--- src/rtl/if_pkg.sv ---
// Shared constants and FSM state type for the instruction-fetch stage.
package if_pkg;

  localparam logic [31:0] NOP_INSTR = 32'h0000_0013;
  localparam logic [31:0] PC_INC    = 32'd4;

  typedef enum logic [1:0] {
    BOOT  = 2'd0,
    FETCH = 2'd1,
    DRAIN = 2'd2
  } state_e;

endpackage

--- src/rtl/if_stage_if.sv ---
// Instruction-memory request/response bus between the fetch stage (master) and memory (slave).
interface if_stage_if;

  logic        imem_req;
  logic [31:0] imem_addr;
  logic        imem_ready;
  logic [31:0] imem_rdata;

  modport master (output imem_req, output imem_addr, input imem_ready, input imem_rdata);
  modport slave  (input imem_req, input imem_addr, output imem_ready, output imem_rdata);

endinterface

--- src/rtl/if_id_reg.sv ---
// IF/ID pipeline register. Priority: flush (bubble) > hold (keep) > load (capture) > bubble.
module if_id_reg
  import if_pkg::*;
(
  input  logic        clk,
  input  logic        rst,
  input  logic        load,
  input  logic        flush,
  input  logic        hold,
  input  logic [31:0] fetch_pc,
  input  logic [31:0] fetch_instr,
  output logic [31:0] pc,
  output logic [31:0] instr,
  output logic        valid
);

  // NOTE: sequential state uses non-blocking assignments so all registers update together at the edge.
  always_ff @(posedge clk or posedge rst) begin
    if (rst) begin
      pc    <= '0;
      instr <= NOP_INSTR;
      valid <= 1'b0;
    end else if (flush) begin
      instr <= NOP_INSTR;
      valid <= 1'b0;
    end else if (hold) begin
      pc    <= pc;
      instr <= instr;
      valid <= valid;
    end else if (load) begin
      pc    <= fetch_pc;
      instr <= fetch_instr;
      valid <= 1'b1;
    end else begin
      // A bubble keeps the last pc so downstream debug still sees where fetch stalled.
      instr <= NOP_INSTR;
      valid <= 1'b0;
    end
  end

endmodule

--- src/rtl/if_stage.sv ---
// Instruction-fetch stage: PC sequencing, branch redirect with drain of an in-flight fetch.
// Optional performance counters (stall_cnt, flush_cnt) are built when IF_PERF_CNT_EN is defined.
module if_stage
  import if_pkg::*;
#(
  parameter logic [31:0] RESET_PC = 32'h0000_0000
) (
  input  logic        clk,
  input  logic        rst,
  input  logic        pc_write,
  input  logic        if_id_write,
  input  logic        branch_taken,
  input  logic [31:0] branch_target,
  if_stage_if.master  imem,
  output logic [31:0] if_id_pc,
  output logic [31:0] if_id_instr,
  output logic        if_id_valid
`ifdef IF_PERF_CNT_EN
  ,
  output logic [31:0] stall_cnt,
  output logic [31:0] flush_cnt
`endif
);

  state_e      state, state_next;
  logic [31:0] pc, pc_next;
  logic [31:0] target, target_next;
  logic        reg_load, reg_flush, reg_hold;

  always_ff @(posedge clk or posedge rst) begin
    if (rst) begin
      state  <= BOOT;
      pc     <= RESET_PC;
      target <= '0;
    end else begin
      state  <= state_next;
      pc     <= pc_next;
      target <= target_next;
    end
  end

  // NOTE: every signal written here gets a default first, so no path can leave it unassigned and infer a latch.
  always_comb begin
    state_next  = state;
    pc_next     = pc;
    target_next = target;
    reg_load    = 1'b0;
    reg_flush   = 1'b0;
    reg_hold    = 1'b0;
    unique case (state)
      BOOT: begin
        state_next = FETCH;
        reg_flush  = branch_taken;
        reg_hold   = !if_id_write;
        if (branch_taken) pc_next = branch_target;
      end
      FETCH: begin
        if (branch_taken) begin
          reg_flush = 1'b1;
          if (imem.imem_ready) begin
            pc_next = branch_target;
          end else begin
            // The outstanding request must complete at the old address before redirecting.
            target_next = branch_target;
            state_next  = DRAIN;
          end
        end else begin
          reg_hold = !if_id_write;
          reg_load = imem.imem_ready && pc_write;
          if (reg_load && if_id_write) pc_next = pc + PC_INC;
        end
      end
      DRAIN: begin
        reg_flush = 1'b1;
        if (branch_taken) target_next = branch_target;
        if (imem.imem_ready) begin
          pc_next    = branch_taken ? branch_target : target;
          state_next = FETCH;
        end
      end
      default: state_next = BOOT;
    endcase
  end

  assign imem.imem_req  = (state != BOOT);
  assign imem.imem_addr = pc;

  if_id_reg u_if_id_reg (
    .clk         (clk),
    .rst         (rst),
    .load        (reg_load),
    .flush       (reg_flush),
    .hold        (reg_hold),
    .fetch_pc    (pc),
    .fetch_instr (imem.imem_rdata),
    .pc          (if_id_pc),
    .instr       (if_id_instr),
    .valid       (if_id_valid)
  );

`ifdef IF_PERF_CNT_EN
  always_ff @(posedge clk or posedge rst) begin
    if (rst) begin
      stall_cnt <= '0;
      flush_cnt <= '0;
    end else begin
      if (!pc_write)    stall_cnt <= stall_cnt + 32'd1;
      if (branch_taken) flush_cnt <= flush_cnt + 32'd1;
    end
  end
`endif

endmodule

--- src/flat_wrapper.sv ---
// flat-port wrapper written by rule: the top's interface ports become plain ports
module if_stage_flat import if_pkg::*;
#(
  parameter logic [31:0] RESET_PC = 32'h0000_0000
)
  (clk, rst, pc_write, if_id_write, branch_taken, branch_target, if_id_pc, if_id_instr, if_id_valid, imem_imem_req, imem_imem_addr, imem_imem_ready, imem_imem_rdata);
  if_stage_if imem_i ();
  input  logic clk;
  input  logic rst;
  input  logic pc_write;
  input  logic if_id_write;
  input  logic branch_taken;
  input  logic [31:0] branch_target;
  output logic [31:0] if_id_pc;
  output logic [31:0] if_id_instr;
  output logic if_id_valid;
  output wire logic [$bits(imem_i.imem_req)-1:0] imem_imem_req;
  output wire logic [$bits(imem_i.imem_addr)-1:0] imem_imem_addr;
  input wire logic [$bits(imem_i.imem_ready)-1:0] imem_imem_ready;
  input wire logic [$bits(imem_i.imem_rdata)-1:0] imem_imem_rdata;
  assign imem_imem_req = imem_i.imem_req;
  assign imem_imem_addr = imem_i.imem_addr;
  assign imem_i.imem_ready = imem_imem_ready;
  assign imem_i.imem_rdata = imem_imem_rdata;
  if_stage #(.RESET_PC(RESET_PC)) u_core (.clk(clk), .rst(rst), .pc_write(pc_write), .if_id_write(if_id_write), .branch_taken(branch_taken), .branch_target(branch_target), .imem(imem_i), .if_id_pc(if_id_pc), .if_id_instr(if_id_instr), .if_id_valid(if_id_valid));
endmodule
--- config.mk ---
export PLATFORM = sky130hd
export DESIGN_NAME = if_stage_flat
export DESIGN_NICKNAME = d
export VERILOG_FILES = /design/src/rtl/if_pkg.sv /design/src/rtl/if_stage_if.sv /design/src/rtl/if_id_reg.sv /design/src/rtl/if_stage.sv /design/src/flat_wrapper.sv
export SDC_FILE = /design/constraint.sdc
export NUM_CORES = 1
export LEC_CHECK = 0
export CAP_MARGIN = 25
export CELL_PAD_IN_SITES_DETAIL_PLACEMENT = 2
export CELL_PAD_IN_SITES_GLOBAL_PLACEMENT = 2
export CORE_ASPECT_RATIO = 1.5
export CORE_MARGIN = 4
export CORE_UTILIZATION = 28
export CTS_CLUSTER_DIAMETER = 50
export DETAILED_ROUTE_END_ITERATION = 10
export PLACE_DENSITY_LB_ADDON = 0.1
export SLEW_MARGIN = 5
export SYNTH_ARGS = -nofsm -noshare
export SYNTH_HDL_FRONTEND = slang
export SYNTH_SLANG_ARGS = --single-unit
--- constraint.sdc ---
create_clock -name clk -period 3.9 [get_ports clk]
set_input_delay 0.585 -clock clk [delete_from_list [all_inputs] [get_ports clk]]
set_output_delay 0.585 -clock clk [all_outputs]
set_load 0.01 [all_outputs]
; ---- Word level (Yosys, flattened, before mapping)
; Cells that the tools add are included.
[word_totals]
output_inout_bits = 98
regBits = 131
elab_cells = 55
romBits = 0
memories = 0
mem_bits_rw = 0
latchBits = 0
[op_classes]
n_shift = 0
eq_ne = 9
div = 0
magnitude_cmp = 0
multipliers = 0
muxes = 26
addsub = 1
n_bitwise = 2
reduce_logical = 11
[op_table]
columns = op, count
row1 = $mux W32, 11
row2 = $pmux W32 S3, 1
row3 = $pmux W32 S2, 1
row4 = $add A32 B3 Y32 const B, 1
row5 = $reduce_and A3 Y1, 3
row6 = $ne A2 B2 Y1 const B, 4
row7 = $mux W1, 7
row8 = $mux W2, 3
row9 = $pmux W2 S3, 1
row10 = $reduce_and A5 Y1, 1
row11 = $reduce_bool A2 Y1, 2
row12 = $ne A3 B2 Y1 const B, 1
row13 = $ne A3 B3 Y1 const B, 1
row14 = $pmux W1 S3, 1
row15 = $reduce_bool A3 Y1, 1
row16 = $eq A2 B1 Y1 const B, 1
row17 = $eq A2 B2 Y1 const B, 1
row18 = $logic_and A1 B1 Y1, 2
row19 = $logic_not A2 Y1, 1
row20 = $ne A2 B1 Y1 const B, 1
row21 = $not A1 Y1, 2
row22 = $pmux W1 S2, 1
row23 = $logic_not A1 Y1, 1

; ---- Longest topological paths before layout
[logic_depth]
ltp_word = 6
depth_mapped = 9
mapped_depth_nobuf = 7

; ---- Modules after synthesis
; A second synthesis with hierarchy kept.
[hier_totals]
cells_unflattened = 673
area_unflattened_um2 = 6835.3
[by_module_without_submodules]
columns = mod, cells_each, n_inst, area_per_inst_um2
row1 = if_stage, 459, 1, 4184.0
row2 = if_id_reg, 214, 1, 2651.3

; ---- Worst setup path after synthesis
; OpenSTA, ideal clock, no wires.
[synth_path]
path_kind = reg-to-reg
start = register u_core.state[1]
end = register u_core.pc[16], in the netlist u_core.imem.imem_addr[16]
setup_time_ns = 0.094
arrival_ns = 2.048
path_slack_ns = 1.758
n_path_buf = 2
path_stages_with_launch = 9
cell_sequence = dfrtp_1 > inv_1 > ha_1 > clkbuf_1 > a21oi_1 > o21bai_1 > clkbuf_1 > nor2_1 > a211oi_1
[synth_between]
elab_chain_len = 3
elab_cells_between_ends = 10
classes_between = eq/ne (6) / mux (1) / reduce/logical (3)
[synth_rtl]
columns = element, line_no
row1 = "start, declared", if_stage.sv:25  ; state_e state, state_next;
row2 = "start signal, assigned", if_stage.sv:36  ; state <= state_next;
row3 = "$eq A2 B1 Y1, or another cell as far along", if_stage.sv:50  ; unique case (state)
row4 = "$ne A3 B3 Y1 (no line), or another cell as far along", --
row5 = $reduce_and A5 Y1 (no line), --
row6 = "end signal, assigned", if_stage.sv:37  ; pc <= pc_next;
row7 = "end, declared", if_stage.sv:26  ; logic [31:0] pc, pc_next;
; Several ways; a longest one is shown, not always the timed one.
; A chain may end at the register's enable or synchronous reset.

; ---- Worst setup path after layout
[layout_path]
start = register u_core.state[1]
end = register u_core.pc[24], in the netlist u_core.imem.imem_addr[24]
; Same word-level chain as after synthesis.

==> metrics.md <==
| Metric | Value |
|---|---|
| Yosys top cell area share | 0.492 |
| Vias | 5,764 |
| Post-synth EDFFs | 0 |
| Hold slack | 0.473 ns |
| R2r endpoint | u_core.imem.imem_addr[24]$_DFFE_PP0P_ |
| # clock sinks | 131 |
| Area Overhead vs Synth | 41.0% |
| Drt wl/cell | 23.1 um |
| Initial antenna violation count | 0 |
| Skew-Pair Late Insertion Delay | 0.43 ns |
| Final Net Count | 847 |
| # rows | 68 |
| TritonCTS clock tree | done |
| Final WL | 24,500 um |
| First-pass GRT wire length | 38,500 um |
| H-tree Lvls | 4 |
| I/O Buffers | 167 |
| Max-slew headroom | 0.408 |
| Reg2reg start | u_core.state[1]$_DFFE_PP0P_ |
| Status | completed |
| Part of the power in registers | 0.330 |
| Synthesized cell area | 0.00651 sq mm |
| Starting DRC count in detailed routing | 218 |
| PostCTS Resize Cnt | 0 |
| Worst Setup SP | u_core.state[1]$_DFFE_PP0P_ |
| Synth Area per Inst | 10.8 sq um |
| Bufs on Longest Clock Path | 2 |
| Gate Count Post-Synth | 604 |
| Placer congestion estimate | 0.787 |
| Period Utilization, post-route | 0.719 |
| Number of vias per cell | 5.42 |
| Hold Path Class | reg2reg |
| Hold depth | 2 |
| Post-synth top area cell | dfrtp_1 |
| Vias in the first global route | 6,597 |
| Crit end category | flop |
| Core Box Area | 0.0230 sq mm |
| Slew Limit Fails | 0 |
| P_sw | 0.00288 W |
| Postcts setup bufs | 0 |
| Layout cell share with drive strength beyond 1 | 0.166 |
| TritonRoute pass-1 iters | 4 |
| CP startpoint kind | flop |
| Top_reg_cell synth | dfrtp_1 |
| Crit path time final | 2.80 ns |
| Die Wd | 133 um |
| Worst Path Required | 4.21 ns |
| Clock skew | 0.00966 ns |
| Overflow after GRT | 0 |
| RSZ-0062 raised after global routing | false |
| Post-synth ARST share | 1.00 |
| CP Data Arrival Time | 3.11 ns |
| Lkg Pwr | 3.81 nW |
| # IOs | 168 |
| GRT Overall Usage | 0.190 |
| VDD IR-drop max | 0.322 mV |
| Yosys Warn Count | 0 |
| Critical path class | reg2reg |
| CP Max Fanout | 16 |
| Initial Util | 0.283 |
| Chip Height | 195 um |
| Top cells by area, synth | dfrtp_1, mux2_2, a22o_1, o21ai_0, nor2_1 |
| #FFs+latches synth | 131 |
| Max_cap viols | 0 |
| Cts bufs inserted | 17 |
| DRC | 0 |
| WHS Endpoint | u_core.u_if_id_reg.instr[4]$_DFFE_PP1P_ |
| Antenna Nets Post-Route | 0 |
| Netlist cell types | 65 |
| Clock root cell | clkbuf_16 |
| Die area | 0.0258 sq mm |
| Mapped Nets | 681 |
| Hold_buf cts | 0 |
| Slew @ Worst Pin | 0.881 ns |
| Finished Core Util | 0.400 |
| Largest net degree at the start of global routing | 45 |
| Sum Neg Setup Slack | 0 ns |
| Hold_sp | u_core.u_if_id_reg.instr[4]$_DFFE_PP1P_ |
| R2r setup slk | 1.10 ns |
| Highest Clock Rate | 357 MHz |
| R2R depth | 8 |
| Clk pin slew, worst setup/hold paths | 0.06 ns |
| Sw frac | 0.393 |
| Pint | 0.00444 W |
| Hpwl dp | 17,800 um |
| Combinational power share | 0.443 |
| Clock share of power | 0.228 |
| Final setup viols | 0 |
| Power per Cell Area | 798 mW/mm^2 |
| Register area share after synthesis | 0.504 |
| Diodes inserted | 0 |
| Hold Vio Cnt, Final | 0 |
## registers in the layout, indices dropped and copies added (netlist names)
register,cells
u_core.target,32
u_core.u_if_id_reg.instr,32
u_core.imem.imem_addr,32
u_core.u_if_id_reg.valid,1
u_core.state,2
u_core.u_if_id_reg.pc,32
## power groups by stage
stage	Clock, W	Combinational (W)	Sequential, W
global placement	0	0.00313	0.00241
detailed placement	0	0.00326	0.00245
global route	0.00178	0.00352	0.00250
CTS	0.00172	0.00329	0.00243
floorplan	0	0.00174	0.00237
finish	0.00167	0.00324	0.00242
## cell type report
class,instances,area (sq um)
fill,2435,13800
sequential,131,3280
multi-input combinational,412,3010
timing repair buffer,187,1850
clock buffer,19,453
tap,280,350
clock inverter,13,158
inverter,21,82.6
## cell usage in the layout (no fill, tap or decap), types with 4 or more instances in the layout
| cell | count |
|---|---|
| a21oi_1 | 20 |
| nand2_1 | 29 |
| nand2b_1 | 5 |
| o2bb2ai_1 | 4 |
| and2_1 | 5 |
| o21ai_0 | 44 |
| nor3_1 | 9 |
| ha_1 | 7 |
| nand3_1 | 19 |
| o211ai_1 | 5 |
| inv_1 | 19 |
| clkbuf_16 | 17 |
| clkinv_2 | 4 |
| o31a_1 | 5 |
| a22o_1 | 38 |
| a22oi_1 | 14 |
| nor2b_1 | 4 |
| a31oi_1 | 12 |
| clkdlybuf4s50_1 | 167 |
| mux2_2 | 64 |
| nor2_1 | 34 |
| nand4_1 | 11 |
| buf_4 | 18 |
| nor4_1 | 6 |
| a21o_1 | 4 |
| and3_1 | 5 |
| mux2i_1 | 4 |
| o31ai_1 | 4 |
| clkinvlp_4 | 5 |
| dfrtp_1 | 128 |
## per-stage QoR
stage / setup WS (ns) / cells / total power [W] / area [sq um]
2_1_floorplan: 1.69 / 604 / 0.00411 / 6520
3_3_place_gp: 1.07 / 1031 / 0.00554 / 8570
3_5_place_dp: 0.948 / 1031 / 0.00571 / 8570
4_1_cts: 1.08 / 1063 / 0.00744 / 9180
5_1_grt: 0.923 / 1063 / 0.00781 / 9180
6_report: 1.10 / 1063 / 0.00732 / 9180
## critical path, stage by stage, from the launching register on
cell	delay, ns
dfrtp_1	0.45
inv_1	0.15
ha_1	0.30
buf_4	0.24
o21a_1	0.24
nand2b_1	0.54
a22oi_1	0.39
mux2i_1	0.13
a211o_1	0.25
## synth_stat cells (4+ instances only)
master and number:
clkbuf_1 28, a22oi_1 14, a31oi_1 12, nor4_1 6, nand2b_1 5, mux2_2 64, a21o_1 4, nor2b_1 4
ha_1 7, a21oi_1 20, o2bb2ai_1 4, nand4_1 11, o21ai_0 44, and2_1 5, o31a_1 5, nand3_1 19
nand2_1 29, nor2_1 34, a22o_1 38, dfrtp_1 128, o31ai_1 4, buf_1 5, inv_1 20, o211ai_1 5
buf_2 6, nor3_1 9, mux2i_1 4, and3_1 5
## metal layers
| layer | global-route usage | vias to the layer above | wire length, um |
|---|---|---|---|
| met2 | 0.352 | 149 | 13200 |
| met1 | 0.214 | 2993 | 9760 |
| met4 | 0.0555 | 0 | 431 |
| met5 | 0 | - | 0 |
| met3 | 0.0479 | 24 | 1150 |
| li1 | - | 2598 | - |
## kinds of logic (layout without fill, tap and decap cells)
group,after synthesis,after routing,share of synthesized area
adder cells (fa/ha/maj),7,7,0.0134
XOR/XNOR,6,6,0.00807
AO/OA/AOI/OAI,191,191,0.209
multiplexers,68,68,0.117
buffers and inverters,61,240,0.0365
flip-flops,131,131,0.504
AND/OR/NAND/NOR,140,140,0.112
## how the worst max path moves through the flow
stage / cells after the start / endpoint / slack (ns)
finish: 8 / u_core.imem.imem_addr[24]$_DFFE_PP0P_ / 1.10
global route: 8 / u_core.imem.imem_addr[24]$_DFFE_PP0P_ / 0.92
CTS: 8 / u_core.imem.imem_addr[24]$_DFFE_PP0P_ / 1.08
detailed placement: 6 / u_core.imem.imem_addr[24]$_DFFE_PP0P_ / 0.95
global placement: 6 / u_core.imem.imem_addr[24]$_DFFE_PP0P_ / 1.07
floorplan: 1 / u_core.imem.imem_addr[0]$_DFFE_PP0P_ / 1.69
(Power assumes the default switching activity.)
